===== config.mk =====
export PLATFORM = sky130hd
export DESIGN_NAME = alu_op_sequencer
export DESIGN_NICKNAME = d
export VERILOG_FILES = /design/src/rtl/alu_op_sequencer.sv
export SDC_FILE = /design/constraint.sdc
export NUM_CORES = 1
export LEC_CHECK = 0
export ABC_AREA = 1
export BUFFER_PORTS_ARGS = -buffer_cell sky130_fd_sc_hd__buf_4
export CAP_MARGIN = 20
export CORE_ASPECT_RATIO = 0.9
export CORE_MARGIN = 10
export CORE_UTILIZATION = 43
export DETAILED_ROUTE_END_ITERATION = 7
export PLACE_DENSITY = 0.86
export SLEW_MARGIN = 15
export SYNTH_ARGS = -nofsm -noshare
export SYNTH_HDL_FRONTEND = slang
export SYNTH_SLANG_ARGS = --single-unit

===== constraint.sdc =====
create_clock -name clk -period 1.3 [get_ports clk]
set_input_delay 0.065 -clock clk [delete_from_list [all_inputs] [get_ports clk]]
set_output_delay 0.065 -clock clk [all_outputs]
set_load 0.02 [all_outputs]

===== src/rtl/alu_op_sequencer.sv =====
// Drives one latched operand pair through every opcode OP_FIRST..OP_LAST of an 8-bit ALU
// and streams each result out over valid/ready. Optional signature fold: define ALUSEQ_SIG_EN.
module alu_op_sequencer #(
    parameter int         WIDTH    = 8,
    parameter logic [2:0] OP_FIRST = 3'd0,
    parameter logic [2:0] OP_LAST  = 3'd7,
    parameter int         SETTLE   = 1
) (
    input  logic             clk,
    input  logic             rst,
    input  logic             start,
    input  logic [WIDTH-1:0] a_in,
    input  logic [WIDTH-1:0] b_in,
    output logic             busy,
    output logic [WIDTH-1:0] alu_a,
    output logic [WIDTH-1:0] alu_b,
    output logic [2:0]       alu_s,
    input  logic [WIDTH-1:0] alu_y,
    input  logic             alu_carry,
    output logic             res_valid,
    input  logic             res_ready,
    output logic [2:0]       res_op,
    output logic [WIDTH-1:0] res_y,
    output logic             res_carry,
    output logic             done,
    output logic [15:0]      sig
);

    typedef enum logic [1:0] {
        S_IDLE,
        S_SETTLE,
        S_RESULT
    } state_t;

    localparam logic [3:0] CNT_LOAD = 4'(SETTLE - 1);

    state_t           state_q, state_d;
    logic [3:0]       cnt_q, cnt_d;
    logic [WIDTH-1:0] alu_a_q, alu_a_d;
    logic [WIDTH-1:0] alu_b_q, alu_b_d;
    logic [2:0]       alu_s_q, alu_s_d;
    logic             res_valid_q, res_valid_d;
    logic [2:0]       res_op_q, res_op_d;
    logic [WIDTH-1:0] res_y_q, res_y_d;
    logic             res_carry_q, res_carry_d;
    logic             done_q, done_d;
    logic             handshake;
    logic             accept;

    assign accept    = (state_q == S_IDLE) && start;
    assign handshake = (state_q == S_RESULT) && res_valid_q && res_ready;

    always_ff @(posedge clk or posedge rst) begin
        if (rst) begin
            state_q     <= S_IDLE;
            cnt_q       <= '0;
            alu_a_q     <= '0;
            alu_b_q     <= '0;
            alu_s_q     <= '0;
            res_valid_q <= 1'b0;
            res_op_q    <= '0;
            res_y_q     <= '0;
            res_carry_q <= 1'b0;
            done_q      <= 1'b0;
        end else begin
            state_q     <= state_d;
            cnt_q       <= cnt_d;
            alu_a_q     <= alu_a_d;
            alu_b_q     <= alu_b_d;
            alu_s_q     <= alu_s_d;
            res_valid_q <= res_valid_d;
            res_op_q    <= res_op_d;
            res_y_q     <= res_y_d;
            res_carry_q <= res_carry_d;
            done_q      <= done_d;
        end
    end

    always_comb begin
        state_d     = state_q;
        cnt_d       = cnt_q;
        alu_a_d     = alu_a_q;
        alu_b_d     = alu_b_q;
        alu_s_d     = alu_s_q;
        res_valid_d = res_valid_q;
        res_op_d    = res_op_q;
        res_y_d     = res_y_q;
        res_carry_d = res_carry_q;
        done_d      = 1'b0;
        unique case (state_q)
            S_IDLE: begin
                if (accept) begin
                    alu_a_d = a_in;
                    alu_b_d = b_in;
                    alu_s_d = OP_FIRST;
                    cnt_d   = CNT_LOAD;
                    state_d = S_SETTLE;
                end
            end
            S_SETTLE: begin
                // The ALU is combinational; its output has settled once cnt reaches zero.
                if (cnt_q == 4'd0) begin
                    res_y_d     = alu_y;
                    res_carry_d = alu_carry;
                    res_op_d    = alu_s_q;
                    res_valid_d = 1'b1;
                    state_d     = S_RESULT;
                end else begin
                    cnt_d = cnt_q - 4'd1;
                end
            end
            S_RESULT: begin
                if (handshake) begin
                    res_valid_d = 1'b0;
                    if (alu_s_q == OP_LAST) begin
                        done_d  = 1'b1;
                        state_d = S_IDLE;
                    end else begin
                        alu_s_d = alu_s_q + 3'd1;
                        cnt_d   = CNT_LOAD;
                        state_d = S_SETTLE;
                    end
                end
            end
            default: state_d = S_IDLE;
        endcase
    end

    assign busy      = (state_q != S_IDLE);
    assign alu_a     = alu_a_q;
    assign alu_b     = alu_b_q;
    assign alu_s     = alu_s_q;
    assign res_valid = res_valid_q;
    assign res_op    = res_op_q;
    assign res_y     = res_y_q;
    assign res_carry = res_carry_q;
    assign done      = done_q;

`ifdef ALUSEQ_SIG_EN
    logic [15:0] sig_q, sig_d, fold_word;

    always_comb begin
        fold_word              = '0;
        fold_word[WIDTH:0]     = {res_carry_q, res_y_q};
        sig_d                  = sig_q;
        if (accept) begin
            sig_d = '0;
        end else if (handshake) begin
            sig_d = {sig_q[14:0], sig_q[15]} ^ fold_word;
        end
    end

    always_ff @(posedge clk or posedge rst) begin
        if (rst) begin
            sig_q <= '0;
        end else begin
            sig_q <= sig_d;
        end
    end

    assign sig = sig_q;
`else
    assign sig = 16'h0000;
`endif

endmodule

-- Word level (Yosys, flattened, before mapping)
Cells that the tools add are included.
- add/subtract/negate cells: 2
- eq/ne operators: 8
- mux-type cells: 20
- reduce and logical (&&, ||, !) cells: 15
- operator list (operator ; count):
    $mux 4 ; 4
    $pmux 4 s3 ; 1
    $ne 2x2->1 const B ; 5
    $mux 3 ; 3
    $mux 1 ; 6
    $mux 2 ; 3
    $pmux 2 s3 ; 1
    $pmux 3 s2 ; 1
    $reduce_and 3->1 ; 2
    $reduce_bool 2->1 ; 3
    $reduce_and 5->1 ; 1
    $logic_not 4->1 ; 1
    $reduce_and 2->1 ; 2
    $reduce_and 4->1 ; 1
    $sub 4x1->4 const B ; 1
    $add 3x1->3 const B ; 1
    $eq 3x3->1 const B ; 1
    $logic_and 1x1->1 ; 3
    $reduce_bool 3->1 ; 1
    $eq 2x1->1 const B ; 1
    $eq 2x2->1 const B ; 1
    $logic_not 2->1 ; 1
    $pmux 1 s2 ; 1
- register bits: 39
- bits of input ports: 29
- output and inout bits: 50
- logic and storage cells: 55

-- Longest topological paths before layout
Gate-level depths: netlist of run 1.
- depth in word-level cells: 5
- mapped depth: 7
- mapped depth without buffers: 7

-- Worst setup path after synthesis of run 1
OpenSTA, ideal clock, no wires.
- kind: register to register
- from: register alu_s_q[0], in the netlist alu_s[0]
- to: register alu_s_q[0], in the netlist alu_s[0]
- library setup time: 0.121 ns
- arrival time: 1.359 ns
- required time: 1.179 ns
- path slack: -0.179 ns
- stages on the path, launching flop included: 8
- buffers on the path: 1
- period minus slack after synthesis: 1.479 ns
- cells stage by stage: dfrtp_1 ha_1 ha_1 a21oi_1 nand3_1 buf_4 nand2_1 o21ai_1
- longest elaborated chain between the ends: 4
- elaborated cells between the ends (all ways): 7
- those cells by class: add/sub (1); eq/ne (2); mux (3); reduce/logical (1)
- ends and longest elaborated chain (element ; RTL line ; text):
    start, declared ; 41 ; logic [2:0] alu_s_q, alu_s_d;
    start signal, assigned ; 70 ; alu_s_q <= alu_s_d;
    $add 3x1->3 ; 119 ; alu_s_d = alu_s_q + 3'd1;
    $mux 3 ; 115 ; if (alu_s_q == OP_LAST) begin
    $mux 3 ; 113 ; if (handshake) begin
    $pmux 3 s2 ; 90 ; unique case (state_q)
Several ways; a longest one is shown, not always the timed one. The select of a mux whose other input is x is not followed.
A chain may end at the register's enable or synchronous reset.

-- Worst setup path in the final report of run 1
- from: register alu_s_q[0], in the netlist alu_s[0]
- to: register cnt_q[2]
- longest elaborated chain between the ends: 3
- ends and longest elaborated chain (element ; RTL line ; text):
    $eq 3x3->1 ; 115 ;
    $ne 2x2->1 (no line) ; - ;
    $reduce_and 5->1 (no line) ; - ;
    end signal, assigned ; 67 ; cnt_q <= cnt_d;
    end, declared ; 38 ; logic [3:0] cnt_q, cnt_d;
No other way between the ends.

==> impl_results.md, run 1 <==
* Top cell type's share of synthesized area at 52.1%
* Req. time, crit path at 1.48 ns
* Diodes inserted at 0
* Crit path kind: flop to flop
* Synth Cell Area at 0.00187 mm2
* Synth cell types at 20
* Max Cap Viol at 0
* Slowest cell on crit path: dfrtp_2
* Detailed placement HPWL at 3.46 mm
* Violated checks: setup timing
* Syn Inst Count at 210
* Synth Warn # at 0
* Gr usage total at 12.7%
* Setup WS pre-CTS at -0.0788 ns
* Layout filler cell count at 331
* Top cells by count, synth: nand2_1 (66), dfrtp_1 (39), nand3_1 (21)
* Post-synth EDFFs at 0
* Core area at 0.00416 mm2
* Crit-path leading delay family: flip-flops
* Sequential area share after synthesis at 52.1%
* Final antenna-violating net count at 0
* Die width at 89.6 um
* Critical Path AT at 1.54 ns
* Final WS setup at -0.0633 ns
* Clock Root Buffer: clkbuf_8
* Status: finished, violations left
* Largest area contributor in the netlist: dfrtp_1
* Vias in the first global route at 1602
* Clock skew at 0.00381 ns
* I/O pins at 79
* RSZ-0062 raised after global routing: true
* Setup tns final at -0.403 ns
* Crit. End Element: flop
* Top-count cell post-synth: nand2_1
* Fin crit share at 105%
* Leak Pwr at 1.49 nW
* Yosys reg bits at 39
* Highest clock rate at 733 MHz
* Worst path max stage delay at 0.43 ns
* Drt first pass iters at 6
* Clock-pin slew on the worst setup and hold paths at 0.07 ns
* PortBufs at 62
* Pwr/cell area at 2420 mW/mm2
* Max-slew violation count at 0
* Die H at 82.6 um
* Aggregate routed wire length at 4.74 mm
* Vias/cell at 4.39
* Final setup vio count at 7
* Synth Flop Type: dfrtp_1
* Area contributors post-synth: dfrtp_1 (52%), nand2_1 (13%), buf_4 (6.8%), nand3_1 (5.6%), o21ai_2 (5.6%)
* Fin. Hold Viols at 0
* CP Launch Type: flop
* Worst hold path type: input port to flop
* Clock Sinks at 39
* Share of layout cells above drive strength 1 at 45.8%
* Initial antenna violation count at 0
* Mean Syn Cell Area at 8.93 um2
* Gpl congestion at 0.811
* First-pass GRT wire length at 7.35 mm
* Standard-cell rows at 22
* Grt total ovfl at 0
* Min Tclk post-route at 1.36 ns
* First DRT Iteration DRCs at 61
* Critical path buffers and inverters at 1
* Initial core utilization at 45.1%
* CP max FO at 4
* CTS tree: done
* Wirelength per Cell at 13.1 um
* CTS buffer count at 5
* Largest net degree at the start of global routing at 40
* Crit path cell chain: ha_4 > ha_4 > a21oi_2 > nand3_2 > buf_6 > nand3_2 > nand2_1
* # nets final at 332
* Residual DRC count at 0
* Clock buffer depth at 2
* Post-synth ARST share at 100%
* Vias at 1584
* VDD IR max at 1.10 mV
* H-tree depth at 2
* Synthesis-to-layout area growth at 47.1%
* Die area at 0.00740 mm2
* Worst-skew pair later-pin latency at 0.29 ns
per-layer routing:
metal / global-route usage [%] / vias up / part of all wire [%] / wire, um
li1: - / 798 / - / -
met4: 4.76 / 0 / 1.2 / 59
met2: 22.3 / 52 / 50 / 2370
met3: 5.09 / 8 / 9.2 / 438
met1: 13.4 / 726 / 39 / 1870
met5: 0 / - / 0 / 0
layout by cell type, fill, tap and decap left out, drive strengths merged, types with 5 or more instances in the layout:
master       count
nand2           75
o21ai           15
dlygate4sd3      5
clkbuf           8
conb            16
nor2            10
dfrtp           39
inv             19
buf             86
nand3           22
worst min-delay path, stage by stage:
cell	delay (ns)
buf_4	0.08
nand3_1	0.06
nand2_1	0.06
where the power goes:
| group | leakage [nW] | internal [mW] | switching, mW |
|---|---|---|---|
| Sequential | 0.488 | 1.72 | 0.332 |
| Clock | 0.0515 | 0.484 | 0.396 |
| Combinational | 0.949 | 1.65 | 2.07 |
| Total | 1.49 | 3.86 | 2.80 |
what timing repair did:
action / CTS / global route
setup endpoints to repair: 16 / 21
endpoints found under the hold margin: 43 / 0
hold buffers: 5 / 0
gates cloned: 0 / 0
resized for setup: 9 / 13
buffers inserted: 3 / 5
pin swaps: 1 / 3
cell type report:
cell class              instances  area (um2)  share of cell area [%]
well taps                      60        75.1                    2.72
repair buffers                 91         731                    26.5
inverters                      20        76.3                    2.77
flip-flops and latches         39         981                    35.6
clock buffers                   8         100                    3.63
multi-input cells             143         795                    28.8
logic make-up after synthesis:
kind of cell / Yosys count / synth area share [%]
buf+inv: 43 / 13.1
other cells: 1 / 0.200
fa+ha+maj: 3 / 2.00
simple gates: 108 / 26.0
compound gates: 16 / 6.68
flops: 39 / 52.1
registers in the layout, indices dropped and copies added, names as in the netlist:
name	count
res_valid	1
cnt_q	4
alu_s	3
state_q	2
alu_a	8
done	1
res_op	3
alu_b	8
res_carry	1
res_y	8
stage by stage:
| step | std cells | hold slack, ns | total power [mW] | util (%) | cell area, um2 |
|---|---|---|---|---|---|
| 2_1_floorplan | 225 | 0.207 | 4.09 | - | 1970 |
| 3_3_place_gp | 340 | 0.214 | 5.28 | 59.3 | 2470 |
| 3_5_place_dp | 340 | 0.219 | 5.39 | 59.3 | 2470 |
| 4_1_cts | 356 | 0.00159 | 6.46 | 64.2 | 2670 |
| 5_1_grt | 361 | 0.00916 | 7.13 | 66.3 | 2760 |
| 6_report | 361 | 0.00695 | 6.66 | 66.3 | 2760 |
worst paths after layout:
check | start | end | slack [ns] | depth (start not counted)
max | alu_s[0]$_DFFE_PP0P_ | cnt_q[2]$_DFFE_PP0P_ | -0.06 | 7
min | a_in[6] | alu_a[6]$_DFFE_PP0P_ | 0.007 | 3
max reg2reg | alu_s[0]$_DFFE_PP0P_ | cnt_q[2]$_DFFE_PP0P_ | -0.06 | 7
min reg2reg | alu_a[1]$_DFFE_PP0P_ | alu_a[1]$_DFFE_PP0P_ | 0.47 | 2
max in group asynchronous | rst | alu_s[1]$_DFFE_PP0P_ | 0.48 | 4
min in group asynchronous | rst | res_y[1]$_DFFE_PP0P_ | 0.45 | 4
No activity file was read; power rests on OpenSTA's default activity.
==> inputs of run 2 (changes only) <==
HOLD_SLACK_MARGIN = 0.1   (was unset)
==> impl_results.md, run 2 (synthesized netlist as in run 1, its figures left out) <==
* Residual DRC count at 0 (unchanged)
* Share of layout cells above drive strength 1 at 42.7% (-3.1 points)
* Switching pwr at 2.84 mW (+1.5%)
* Vias in the first global route at 1801 (+12%)
* Critical Path AT at 1.54 ns (about the same)
* I/O pins at 79 (unchanged)
* # nets final at 354 (+6.6%)
* Clock Sinks at 39 (unchanged)
* CP max FO at 4 (unchanged)
* Max-slew violation count at 0 (unchanged)
* Met3 Use GR at 5.09% (unchanged)
* Aggregate routed wire length at 5.16 mm (+8.8%)
* Leak Pwr at 1.58 nW (+6.2%)
* Grt met2 use at 26.5% (+4.2 points)
* First-pass GRT wire length at 8.14 mm (+11%)
* Fin. Hold Viols at 0 (unchanged)
* Violated checks: setup timing
* CTS tree: done
* Clock skew at 0.00433 ns (+0.000515 ns)
* Vias at 1708 (+7.8%)
* Int Pwr at 3.90 mW (+1.1%)
* Die H at 82.6 um (unchanged)
* Final std cells w/o fill at 383 (+6.1%)
* Final WS setup at -0.0646 ns (-0.00122 ns)
* Die width at 89.6 um (unchanged)
* First DRT Iteration DRCs at 71 (+16%)
* Gpl congestion at 0.811 (unchanged)
* Reg power frac at 30.6% (-0.3 points)
* Post-Place Cells at 340 (unchanged)
* Setup tns final at -0.408 ns (-0.00453 ns)
* Final Power at 6.75 mW (+1.3%)
* WHS Path Cells at 3 (unchanged)
* Core area at 0.00416 mm2 (unchanged)
* Reg2reg path depth at 7 (unchanged)
* Crit-path leading delay family: flip-flops
* RR Startpoint: alu_s[0]$_DFFE_PP0P_
* Crit path kind: flop to flop
* Worst path max stage delay at 0.43 ns (about the same)
* Req. time, crit path at 1.48 ns (about the same)
* Final antenna-violating net count at 0 (unchanged)
* Worst-skew pair later-pin latency at 0.29 ns (about the same)
* Busiest grt layer: met2
* Commonest non-fill, non-tap cell in the layout: buf_4
* Max Cap Viol at 0 (unchanged)
* Critical hold path startpoint: start
* Clock Power Share at 13.1% (about the same)
* Synthesis-to-layout area growth at 58.9%
* Switch share at 42.2% (+0.090 points)
* R2R Path End: cnt_q[2]$_DFFE_PP0P_
* Clock-pin slew on the worst setup and hold paths at 0.07 ns (about the same)
* Crit. End Element: flop
* Logic pwr share at 56.3% (+0.4 points)
* Clock buffer depth at 2 (unchanged)
* Gr usage total at 14.1% (+1.4 points)
* Diodes inserted at 0 (unchanged)
* Final setup vio count at 7 (unchanged)
* Vias/cell at 4.46 (+1.6%)
* FF+latch area at 981 um2 (unchanged)
* Crit path cell chain: ha_4 > ha_4 > a21oi_2 > nand3_2 > buf_6 > nand3_2 > nand2_1
* Initial antenna violation count at 0 (unchanged)
* Grt total ovfl at 0 (unchanged)
* Worst hold path type: input port to flop
* Pwr/cell area at 2270 mW/mm2 (-6.2%)
* Largest net degree at the start of global routing at 40 (unchanged)
* Setup crit start: alu_s[0]$_DFFE_PP0P_
* Detailed placement HPWL at 3.46 mm (unchanged)
* PortBufs at 62 (unchanged)
* Layout filler cell count at 294 (-11%)
* VDD IR max at 1.13 mV (+2.3%)
* Die area at 0.00740 mm2 (unchanged)
* Initial core utilization at 45.1% (unchanged)
* Clock Root Buffer: clkbuf_8
* WP depth at 7 (unchanged)
* Slowest cell on crit path: dfrtp_2
* Highest clock rate at 733 MHz (about the same)
* M1 GR Usage at 13.9% (+0.46 points)
* Critical path buffers and inverters at 1 (unchanged)
* CTS buffer count at 5 (unchanged)
* Commonest cells after routing, fill and taps aside: buf_4 (79), nand2_1 (63), dfrtp_1 (35)
* H-tree depth at 2 (unchanged)
* Fin util at 71.6% (+5.3 points)
* Wirelength per Cell at 13.5 um (+2.6%)
* CP Launch Type: flop
* RSZ-0062 raised after global routing: true
* Flop2flop setup slack at -0.06 ns (about the same)
* Fin area at 0.00298 mm2 (+8.0%)
* Status: finished, violations left
* Multi-input logic area at 795 um2 (unchanged)
* Hold Path End: alu_b[3]$_DFFE_PP0P_
* Post-DP Area at 0.00247 mm2 (unchanged)
* Drt first pass iters at 4 (-2)
* Standard-cell rows at 22 (unchanged)
* Min Tclk post-route at 1.36 ns (+0.00122 ns)
* Fin crit share at 105% (about the same)
==> run 2: cell types whose count changed in the layout (fill, tap and decap cells not counted) <==
cell	before	now
dlygate4sd3_1	5	27
==> run 2: timing repair <==
action,in CTS,in global routing
setup buffers,3,5
hold buffers,27,0
pin swaps,1,3
resized for setup,9,13
endpoints found under the hold margin,66,0
endpoints found under the setup margin,16,21
==> run 2: cell type report <==
type,count,share of cell area [%]
flip-flops and latches,39,32.9
well taps,60,2.52
multi-input cells,143,26.7
repair buffers,113,31.9
inverters,20,2.56
clock buffers,8,3.36
==> run 2: how the worst max path moves through the flow <==
| stage | end | slack [ns] |
|---|---|---|
| 2_1_floorplan | alu_s[2]$_DFFE_PP0P_ | -0.05 |
| 3_3_place_gp | alu_s[2]$_DFFE_PP0P_ | -0.03 |
| 3_5_place_dp | alu_s[0]$_DFFE_PP0P_ | -0.08 |
| 4_1_cts | alu_s[0]$_DFFE_PP0P_ | -0.05 |
| 5_1_grt | cnt_q[0]$_DFFE_PP0P_ | -0.14 |
| 6_report | cnt_q[2]$_DFFE_PP0P_ | -0.06 |
==> run 2: through the flow <==
| stage | setup slack (ns) | hold slack, ns |
|---|---|---|
| final | -0.0646 | 0.136 |
| after global placement | -0.0297 | 0.214 |
| after CTS | -0.0549 | 0.124 |
| after global routing | -0.137 | 0.135 |
| after floorplan | -0.0471 | 0.207 |
| after detailed placement | -0.0788 | 0.219 |
==> run 2: power groups by stage <==
stage	Clock (mW)	Sequential, mW	Combinational, mW
after CTS	0.908	2.05	3.56
after global placement	0	2.06	3.22
after detailed placement	0	2.07	3.32
final	0.886	2.06	3.80
after floorplan	0	2.57	1.52
after global routing	0.962	2.12	4.14
==> run 2: worst reg2reg max path, stage by stage, from the launching register on <==
cell     delay (ns)
dfrtp_2        0.43
ha_4           0.17
ha_4           0.15
a21oi_2        0.13
nand3_2        0.12
buf_6          0.15
nand3_2        0.06
nand2_1        0.05
==> run 2: metal layers <==
| metal | share of wire (%) | vias to the layer above | wire (um) |
|---|---|---|---|
| met5 | 0 | - | 0 |
| met4 | 1.7 | 0 | 87 |
| met3 | 9.1 | 10 | 471 |
| met2 | 52 | 63 | 2670 |
| met1 | 37 | 793 | 1930 |
| li1 | - | 842 | - |
